<file path="config.mk">
export PLATFORM = sky130hd
export DESIGN_NAME = ula_sequencer
export DESIGN_NICKNAME = d
export VERILOG_FILES = /design/src/rtl/ula_pkg.sv /design/src/rtl/ula_decode.sv /design/src/rtl/ula_sequencer.sv
export SDC_FILE = /design/constraint.sdc
export NUM_CORES = 1
export LEC_CHECK = 0
export ABC_AREA = 0
export CAP_MARGIN = 20
export CELL_PAD_IN_SITES_DETAIL_PLACEMENT = 1
export CELL_PAD_IN_SITES_GLOBAL_PLACEMENT = 2
export CORE_MARGIN = 4
export CORE_UTILIZATION = 26
export DETAILED_ROUTE_END_ITERATION = 8
export PLACE_DENSITY_LB_ADDON = 0.15
export SYNTH_ARGS = -nofsm -noshare
export SYNTH_HDL_FRONTEND = slang
export SYNTH_SLANG_ARGS = --single-unit
</file>
<file path="constraint.sdc">
create_clock -name clk -period 8.8 [get_ports clk]
set_input_delay 2.2 -clock clk [delete_from_list [all_inputs] [get_ports clk]]
set_output_delay 2.2 -clock clk [all_outputs]
set_load 0.005 [all_outputs]
</file>
<file path="src/rtl/ula_pkg.sv">
// ula_pkg -- shared definitions for the ULA sequencer slice.
//   - ALU operation codes presented on ula_op (ULA_NOP = 4'b1111 makes the ALU
//     hold its registered output).
//   - MIPS opcode and funct field constants used by the decoder.
//   - Sequencer state enumeration.
package ula_pkg;

  // ALU operation codes
  localparam logic [3:0] ULA_AND = 4'b0000;
  localparam logic [3:0] ULA_OR  = 4'b0001;
  localparam logic [3:0] ULA_ADD = 4'b0010;
  localparam logic [3:0] ULA_SUB = 4'b0110;
  localparam logic [3:0] ULA_SLT = 4'b0111;
  localparam logic [3:0] ULA_NOP = 4'b1111;

  // Primary opcodes (instr[31:26])
  localparam logic [5:0] OPC_RTYPE = 6'b000000;
  localparam logic [5:0] OPC_ADDI  = 6'b001000;
  localparam logic [5:0] OPC_SLTI  = 6'b001010;
  localparam logic [5:0] OPC_ANDI  = 6'b001100;
  localparam logic [5:0] OPC_ORI   = 6'b001101;

  // R-type funct codes (instr[5:0])
  localparam logic [5:0] FN_ADD = 6'b100000;
  localparam logic [5:0] FN_SUB = 6'b100010;
  localparam logic [5:0] FN_AND = 6'b100100;
  localparam logic [5:0] FN_OR  = 6'b100101;
  localparam logic [5:0] FN_SLT = 6'b101010;

  // Sequencer states
  typedef enum logic [1:0] {
    ST_IDLE  = 2'd0,
    ST_ISSUE = 2'd1,
    ST_WAIT  = 2'd2,
    ST_DONE  = 2'd3
  } state_t;

endpackage

</file>
<file path="src/rtl/ula_decode.sv">
// ula_decode -- combinational instruction decoder.
// Configuration: ULA_SEQ_IMM_EN enables the addi/slti/andi/ori I-types.
// Ports:
//   instr    in  32  MIPS instruction word
//   ula_op   out  4  ALU operation (ULA_NOP when not legal)
//   legal    out  1  instruction is decodable
//   use_imm  out  1  operand b comes from the immediate field
//   sign_ext out  1  immediate is sign-extended (else zero-extended)
module ula_decode
  import ula_pkg::*;
(
  input  logic [31:0] instr,
  output logic [3:0]  ula_op,
  output logic        legal,
  output logic        use_imm,
  output logic        sign_ext
);

  logic [5:0] opcode;
  logic [5:0] funct;

  assign opcode = instr[31:26];
  assign funct  = instr[5:0];

  // Register/immediate fields are consumed by the sequencer, not here.
  logic unused_fields;
  assign unused_fields = ^instr[25:6];

  always_comb begin
    // NOTE: every output gets a default first so no path leaves one unassigned (no latch).
    ula_op   = ULA_NOP;
    legal    = 1'b0;
    use_imm  = 1'b0;
    sign_ext = 1'b0;
    case (opcode)
      OPC_RTYPE: begin
        case (funct)
          FN_ADD: begin ula_op = ULA_ADD; legal = 1'b1; end
          FN_SUB: begin ula_op = ULA_SUB; legal = 1'b1; end
          FN_AND: begin ula_op = ULA_AND; legal = 1'b1; end
          FN_OR:  begin ula_op = ULA_OR;  legal = 1'b1; end
          FN_SLT: begin ula_op = ULA_SLT; legal = 1'b1; end
          default: ;
        endcase
      end
`ifdef ULA_SEQ_IMM_EN
      OPC_ADDI: begin ula_op = ULA_ADD; legal = 1'b1; use_imm = 1'b1; sign_ext = 1'b1; end
      OPC_SLTI: begin ula_op = ULA_SLT; legal = 1'b1; use_imm = 1'b1; sign_ext = 1'b1; end
      OPC_ANDI: begin ula_op = ULA_AND; legal = 1'b1; use_imm = 1'b1; end
      OPC_ORI:  begin ula_op = ULA_OR;  legal = 1'b1; use_imm = 1'b1; end
`endif
      default: ;
    endcase
  end

endmodule

</file>
<file path="src/rtl/ula_sequencer.sv">
// ula_sequencer -- issues one decoded instruction to an external registered
// ALU and returns the captured result through a valid/ready handshake.
// Sequence: IDLE -accept-> ISSUE (1 cycle) -> WAIT (1 cycle) -> DONE -> IDLE.
// Illegal instructions skip the ALU and go straight to DONE with res_illegal.
// Configuration: ULA_SEQ_IMM_EN adds immediate operands (addi/slti/andi/ori).
// Ports:
//   clk, rst            clock, asynchronous active-high reset
//   instr_valid/ready   instruction handshake; instr, rs_data, rt_data operands
//   ula_op, ula_a/b     operation and operands to the ALU
//   ula_result          ALU registered result
//   res_valid/ready     result handshake; res_data, res_illegal result payload
module ula_sequencer
  import ula_pkg::*;
(
  input  logic        clk,
  input  logic        rst,
  input  logic        instr_valid,
  output logic        instr_ready,
  input  logic [31:0] instr,
  input  logic [31:0] rs_data,
  input  logic [31:0] rt_data,
  output logic [3:0]  ula_op,
  output logic [31:0] ula_a,
  output logic [31:0] ula_b,
  input  logic [31:0] ula_result,
  output logic        res_valid,
  input  logic        res_ready,
  output logic [31:0] res_data,
  output logic        res_illegal
);

  state_t      state;
  logic [3:0]  dec_op;
  logic        dec_legal;
  logic        dec_use_imm;
  logic        dec_sign_ext;
  logic [31:0] operand_b;

  ula_decode u_decode (
    .instr    (instr),
    .ula_op   (dec_op),
    .legal    (dec_legal),
    .use_imm  (dec_use_imm),
    .sign_ext (dec_sign_ext)
  );

`ifdef ULA_SEQ_IMM_EN
  always_comb begin
    operand_b = rt_data;
    if (dec_use_imm) begin
      operand_b = dec_sign_ext ? {{16{instr[15]}}, instr[15:0]}
                               : {16'h0000, instr[15:0]};
    end
  end
`else
  // Register-only build: the immediate flags are constant zero.
  logic unused_imm_flags;
  assign unused_imm_flags = dec_use_imm ^ dec_sign_ext;
  assign operand_b = rt_data;
`endif

  // rst gating keeps the handshake closed while reset is held.
  assign instr_ready = (state == ST_IDLE) && !rst;
  assign res_valid   = (state == ST_DONE);

  // ula_op is registered: the decoded op is loaded on the accept edge and
  // returned to NOP on the edge that ends ISSUE, so the ALU sees it for
  // exactly one cycle.
  always_ff @(posedge clk or posedge rst) begin
    if (rst) begin
      state       <= ST_IDLE;
      ula_op      <= ULA_NOP;
      ula_a       <= '0;
      ula_b       <= '0;
      res_data    <= '0;
      res_illegal <= 1'b0;
    end else begin
      // NOTE: non-blocking assignments so every register samples pre-edge values.
      case (state)
        ST_IDLE: begin
          if (instr_valid) begin
            if (dec_legal) begin
              ula_op <= dec_op;
              ula_a  <= rs_data;
              ula_b  <= operand_b;
              state  <= ST_ISSUE;
            end else begin
              res_data    <= '0;
              res_illegal <= 1'b1;
              state       <= ST_DONE;
            end
          end
        end
        ST_ISSUE: begin
          ula_op <= ULA_NOP;
          state  <= ST_WAIT;
        end
        ST_WAIT: begin
          res_data    <= ula_result;
          res_illegal <= 1'b0;
          state       <= ST_DONE;
        end
        ST_DONE: begin
          if (res_ready) state <= ST_IDLE;
        end
        default: state <= ST_IDLE;
      endcase
    end
  end

endmodule

</file>
==> flow_metrics.py, run 1 <==
metrics = {
    "status": {
        "status": "complete, no violations",
    },
    "synth": {
        "yosysWarningCount": 0,
        "synth_top_area_share": 0.545,
        "syn_nets": 467,
        "syn_area_mm2": 0.00455,
        "syn_inst": 330,
        "synth-seq-cells": 103,
        "avgSynthCellArea_um2": 13.8,
        "yosysUniqueCellTypes": 28,
        "ys_seq_area_frac": 0.568,
        "synth_area_leaders": "dfrtp_1 55%, mux2_4 13%, mux2i_1 7.9%",
        "synth.largest_area_cell": "dfrtp_1",
    },
    "timing": {
        "fin_crit_sh": 0.622,
        "rsz0062_at_grt": "false",
        "tightest_slew_ps": 796,
        "min_period_ps": 5470,
        "tns_ps": 0,
        "fmax_mhz": 183,
        "slew_viol_final": 0,
        "setup_viol": 0,
        "hold_viol": 0,
        "max_slew_margin": 0.469,
        "fin_skew_ps": 8.04,
    },
    "placed_design": {
        "globalplace.congestion": 0.711,
        "place_hpwl_mm": 9.35,
        "io_buffers": 214,
        "dpl_cell_area_mm2": 0.00685,
    },
    "floorplan": {
        "die_h_um": 140,
        "initial_core_util": 0.264,
        "ios": 235,
        "placementRows": 48,
        "die_w_um": 140,
        "die_area_mm2": 0.0197,
        "core_mm2": 0.0172,
    },
    "clock_network": {
        "clockRootBuffer": "clkbuf_16",
        "cts_tree": "built",
        "clk_latency_ps": 340,
        "clk_pin_slew_worst_paths_ps": 70,
        "cts_buffers": 9,
        "cts_setup_buffers": 0,
        "clock_path_buffers": 2,
        "ctsResizeCount": 0,
        "cts_hold_buf": 0,
        "htree_levels": 3,
        "numClockSinks": 103,
    },
    "final_layout": {
        "nets": 681,
        "n_antenna_cell": 0,
        "drive_above_1_share": 0.166,
        "stdcell_area_mm2": 0.00714,
        "fill_cells": 1833,
        "synthToLayoutAreaGrowth_pct": 57.1,
    },
    "worst_setup_path": {
        "rr_endpoint": "ula_a[28]",
        "r2r_slack_ps": 6120,
        "crit_path_frequent_cell": "clkdlybuf4s50_1",
        "cp-start-kind": "primary input",
        "required_ps": 6600,
        "path_max_fanout": 2,
        "worstSetupStartpoint": "rst",
        "critPathSlowestCell": "clkdlybuf4s50_1",
        "r2r-start": "state[0]",
        "cp_slowest_stage_delay_ps": 510,
        "worstSetupEndpointType": "output port",
        "worst_r2r_path_depth": 7,
        "path_cells": "clkdlybuf4s50_1, nor2_1, clkdlybuf4s50_1",
        "path_class": "in2out",
        "crit_arrival_ps": 3270,
    },
    "routing": {
        "ant_nets": 0,
        "dr.pass1.iters": 3,
        "drc": 0,
        "dr_total_vias": 3302,
        "drt-initial-drc-count": 73,
        "avgViaCountPerCell": 4.27,
        "drt-total-wl_mm": 12.8,
        "wire_per_inst_um": 16.6,
    },
    "global_route": {
        "grt_use_met1": 0.162,
        "grt_pass1_vias": 3640,
        "met2_usage": 0.227,
        "antenna_found_initial": 0,
        "grt.busiest_layer": "met2",
        "grt.total_usage": 0.132,
        "grt_use_met3": 0.0277,
        "grt_pass1_wl_mm": 20.5,
        "grt_max_degree": 67,
        "overflow": 0,
    },
    "pwr": {
        "powerDensity_mw_per_mm2": 193,
        "power_leakage_uw": 0.00316,
        "finalPower_uw": 1370,
        "ir_drop_mv": 0.127,
    },
    "flow_run": {
        "cap_viol_max_count": 0,
    },
    "hold_path": {
        "min-delay-start": "ula_op[3]",
        "hold_depth": 2,
        "worstHoldPathType": "reg2reg",
        "hold_path_end": "ula_op[3]",
    },
}
## state kept, by name (all words and copies together), names as in the netlist
signal	cells
res_data	32
res_illegal	1
state	2
ula_a	32
ula_b	32
ula_op	4
## critical path: cells and delay by family
family | cells | cell delay (ps)
buffers and inverters | 2 | 970
and+or+nand+nor | 1 | 100
## cell usage after synthesis (all sizes together)
master    n
a2bb2oi   2
o21ai     5
a41oi     1
and4      1
dfstp     4
o22ai     1
nand4     2
and3      2
a221oi    1
nor2b     2
nor2      7
nor4bb    2
mux2i    36
buf      10
dfrtp    99
nand2    33
inv      40
clkbuf    5
nand2b    1
a21oi     1
mux2     64
and2      1
nor4b     1
nor4      1
ha        5
a31oi     3
## layout by cell type (no fill, tap or decap), drive strengths merged
cell type,n
ha,5
a21oi,1
mux2,64
o21ai,5
a2bb2oi,2
clkdlybuf4s50,214
buf,4
nor4,1
nor4bb,2
dfrtp,99
and3,2
clkinvlp,2
nor2,7
o22ai,1
clkinv,2
a41oi,1
mux2i,36
clkbuf,11
and4,1
dfstp,4
inv,41
nand2,33
a221oi,1
nor4b,1
nand4,2
and2,1
nand2b,1
nor2b,2
a31oi,3
## per-stage QoR
step	utilization	std cells	setup WS, ps	hold WS, ps
final	0.414	774	3330	505
after global routing	0.414	774	3260	514
after CTS	0.413	773	3320	510
after detailed placement	0.397	757	3320	479
after global placement	0.397	757	3310	475
after floorplan	-	330	3900	469
## layout make-up
| type | instances | area, µm² | area share |
|---|---|---|---|
| clock buffer | 11 | 233 | 0.0326 |
| clock inverter | 5 | 33.8 | 0.00473 |
| inverter | 40 | 153 | 0.0214 |
| multi-input combinational | 172 | 1660 | 0.233 |
| sequential | 103 | 2580 | 0.362 |
| tap | 225 | 282 | 0.0394 |
| timing repair buffer | 218 | 2190 | 0.307 |
## cell families after synthesis
kind of cell,count (synthesis),share of synthesized area
flops,103,0.568
simple gates,53,0.0608
compound gates,14,0.0206
fa+ha+maj,5,0.0138
buf+inv,55,0.0674
mux,100,0.269
## where the power goes
| group | switching, µW | internal [µW] |
|---|---|---|
| clock network | 180 | 192 |
| registers | 27.6 | 528 |
| logic | 209 | 238 |
## how the worst max path moves through the flow
stage / to / cells after the start
after global placement: instr_ready / 3
after CTS: instr_ready / 3
after floorplan: res_data[0] / 1
after global routing: instr_ready / 3
final: instr_ready / 3
after detailed placement: instr_ready / 3
## layer usage
metal  routed length, µm  part of all wire  vias to the layer above
met5                   0                 0                        -
met4                 253             0.020                        0
met3                 788             0.061                       14
met2                6650              0.52                      104
met1                5150              0.40                     1658
li1                    -                 -                     1526
Note: power is estimated with default switching activity, not from simulation.
==> inputs of run 2 (changes only) <==
--- a/config.mk
+++ b/config.mk
@@ -10,7 +10,7 @@
 export CELL_PAD_IN_SITES_DETAIL_PLACEMENT = 1
 export CELL_PAD_IN_SITES_GLOBAL_PLACEMENT = 2
 export CORE_MARGIN = 4
-export CORE_UTILIZATION = 26
+export CORE_UTILIZATION = 24
 export DETAILED_ROUTE_END_ITERATION = 8
 export PLACE_DENSITY_LB_ADDON = 0.15
 export SYNTH_ARGS = -nofsm -noshare
==> constraint.sdc (replaced) <==
create_clock -name clk -period 5.1 [get_ports clk]
set_input_delay 1.275 -clock clk [delete_from_list [all_inputs] [get_ports clk]]
set_output_delay 1.275 -clock clk [all_outputs]
set_load 0.005 [all_outputs]
==> run 2 against run 1 <==
  * Routed wire length grew 4.7%
  * Power grew 82%
  * Combinational power grew 74%
  * Highest routed layer unchanged
  * Sequential cell count is the same
  * Cell count grew 1.4%
  * Sequential power grew 73%
==> flow_metrics.py, run 2 (synthesis results as in run 1) <==
metrics = {
    "status": {
        "status": "complete, no violations",
    },
    "routing": {
        "avgViaCountPerCell": 4.16,
        "dr.pass1.iters": 3,
        "drc": 0,
        "drt-total-wl_mm": 13.5,
        "drt-initial-drc-count": 69,
        "dr_total_vias": 3262,
        "wire_per_inst_um": 17.1,
        "ant_nets": 0,
    },
    "timing": {
        "max_slew_margin": 0.373,
        "tns_ps": 0,
        "rsz0062_at_grt": "false",
        "worst_hold_slack_ps": 496,
        "slew_viol_final": 0,
        "tightest_slew_ps": 940,
        "fmax_mhz": 276,
        "fin_skew_ps": 7.67,
        "hold_viol": 0,
        "fin_crit_sh": 0.711,
        "setup_viol": 0,
        "min_period_ps": 3630,
    },
    "global_route": {
        "antenna_found_initial": 0,
        "grt.total_usage": 0.128,
        "overflow": 0,
        "grt_max_degree": 71,
        "grt_pass1_wl_mm": 21.4,
        "grt_pass1_vias": 3710,
    },
    "worst_setup_path": {
        "path_cells": "clkdlybuf4s50_1, nor2_1, clkdlybuf4s50_1",
        "cp_slowest_stage_delay_ps": 510,
        "path_class": "in2out",
        "critPathSlowestCell": "clkdlybuf4s50_1",
        "path_max_fanout": 2,
        "cp-start-kind": "primary input",
        "crit_cells": 3,
        "worstSetupEndpointType": "output port",
        "crit_arrival_ps": 2350,
        "critPathTopFamily": "buffers and inverters",
        "crit_path_frequent_cell": "clkdlybuf4s50_1",
        "required_ps": 3830,
        "cp.buffers_inverters": 2,
        "worst_r2r_path_depth": 7,
    },
    "clock_network": {
        "ctsResizeCount": 0,
        "cts_tree": "built",
        "clock_path_buffers": 2,
        "clk_pin_slew_worst_paths_ps": 70,
        "cts_hold_buf": 0,
        "cts_setup_buffers": 0,
        "cts_buffers": 9,
        "clk_latency_ps": 340,
        "numClockSinks": 103,
        "htree_levels": 3,
        "clockRootBuffer": "clkbuf_16",
    },
    "floorplan": {
        "die_w_um": 146,
        "placementRows": 50,
        "die_area_mm2": 0.0212,
        "core_mm2": 0.0186,
        "die_h_um": 146,
        "ios": 235,
        "initial_core_util": 0.244,
    },
    "final_layout": {
        "nets": 683,
        "fill_cells": 1977,
        "regArea_mm2": 0.00258,
        "drive_above_1_share": 0.172,
        "layout_common_cells": "214 x clkdlybuf4s50_1, 99 x dfrtp_1, 39 x inv_1, 38 x mux2_4, 36 x mux2i_1",
        "multi_input_area_mm2": 0.00166,
        "n_antenna_cell": 0,
        "final_common_cell": "clkdlybuf4s50_1",
        "largest_registers": "res_data (32), ula_a (32), ula_b (32)",
        "synthToLayoutAreaGrowth_pct": 58.9,
    },
    "hold_path": {
        "hold_depth": 2,
        "worstHoldPathType": "reg2reg",
    },
    "placed_design": {
        "place_hpwl_mm": 10.1,
        "io_buffers": 214,
        "globalplace.congestion": 0.708,
    },
    "pwr": {
        "powerDensity_mw_per_mm2": 347,
        "ir_drop_mv": 0.196,
        "power_leakage_uw": 0.00320,
    },
    "flow_run": {
        "cap_viol_max_count": 0,
    },
}
run 2: layout make-up:
class | instances | area share
Sequential cell | 103 | 0.358
Timing Repair Buffer | 220 | 0.305
Multi-Input combinational cell | 172 | 0.230
Tap cell | 234 | 0.0405
Clock buffer | 10 | 0.0331
Inverter | 40 | 0.0211
Clock inverter | 6 | 0.0128
run 2: power by group:
group | internal (µW) | leakage, µW | switching, µW
combinational | 415 | 0.00164 | 362
sequential | 910 | 0.00140 | 49.1
clock | 447 | 0.000161 | 322
total | 1770 | 0.00320 | 733
run 2: stage by stage:
stage / setup WS, ps / cells / instance area, µm² / power [µW] / util
floorplan: 1130 / 330 / 4550 / 1380 / -
detailed placement: 1310 / 769 / 6890 / 1780 / 0.370
global placement: 1340 / 769 / 6890 / 1760 / 0.370
global route: 1410 / 785 / 7220 / 2670 / 0.387
CTS: 1460 / 785 / 7220 / 2580 / 0.387
finish: 1470 / 785 / 7220 / 2510 / 0.387
run 2: path summary, 6_finish.rpt:
check / start / end / slack [ps]
worst min-delay path: ula_op[3] / ula_op[3] / 500
worst max register to register: state[0] / ula_a[29] / 2430
min in group asynchronous: rst / state[0] / 1470
worst min register to register: ula_op[3] / ula_op[3] / 500
worst max-delay path: rst / instr_ready / 1470
max in group asynchronous: rst / res_data[26] / 2790
run 2: layer usage:
metal / wire, µm / GRT usage / part of all wire
met1: 5680 / 0.149 / 0.42
met3: 547 / 0.0311 / 0.041
met4: 182 / 0.0413 / 0.014
met2: 7040 / 0.232 / 0.52
met5: 0 / 0 / 0
run 2: worst register-to-register path, cell delays in order, from the launching register on:
cell and delay [ps]:
dfrtp_1 400, inv_1 130, ha_1 300, nand2_1 150, nor4b_4 350, and2_4 440
buf_12 340, mux2_2 440
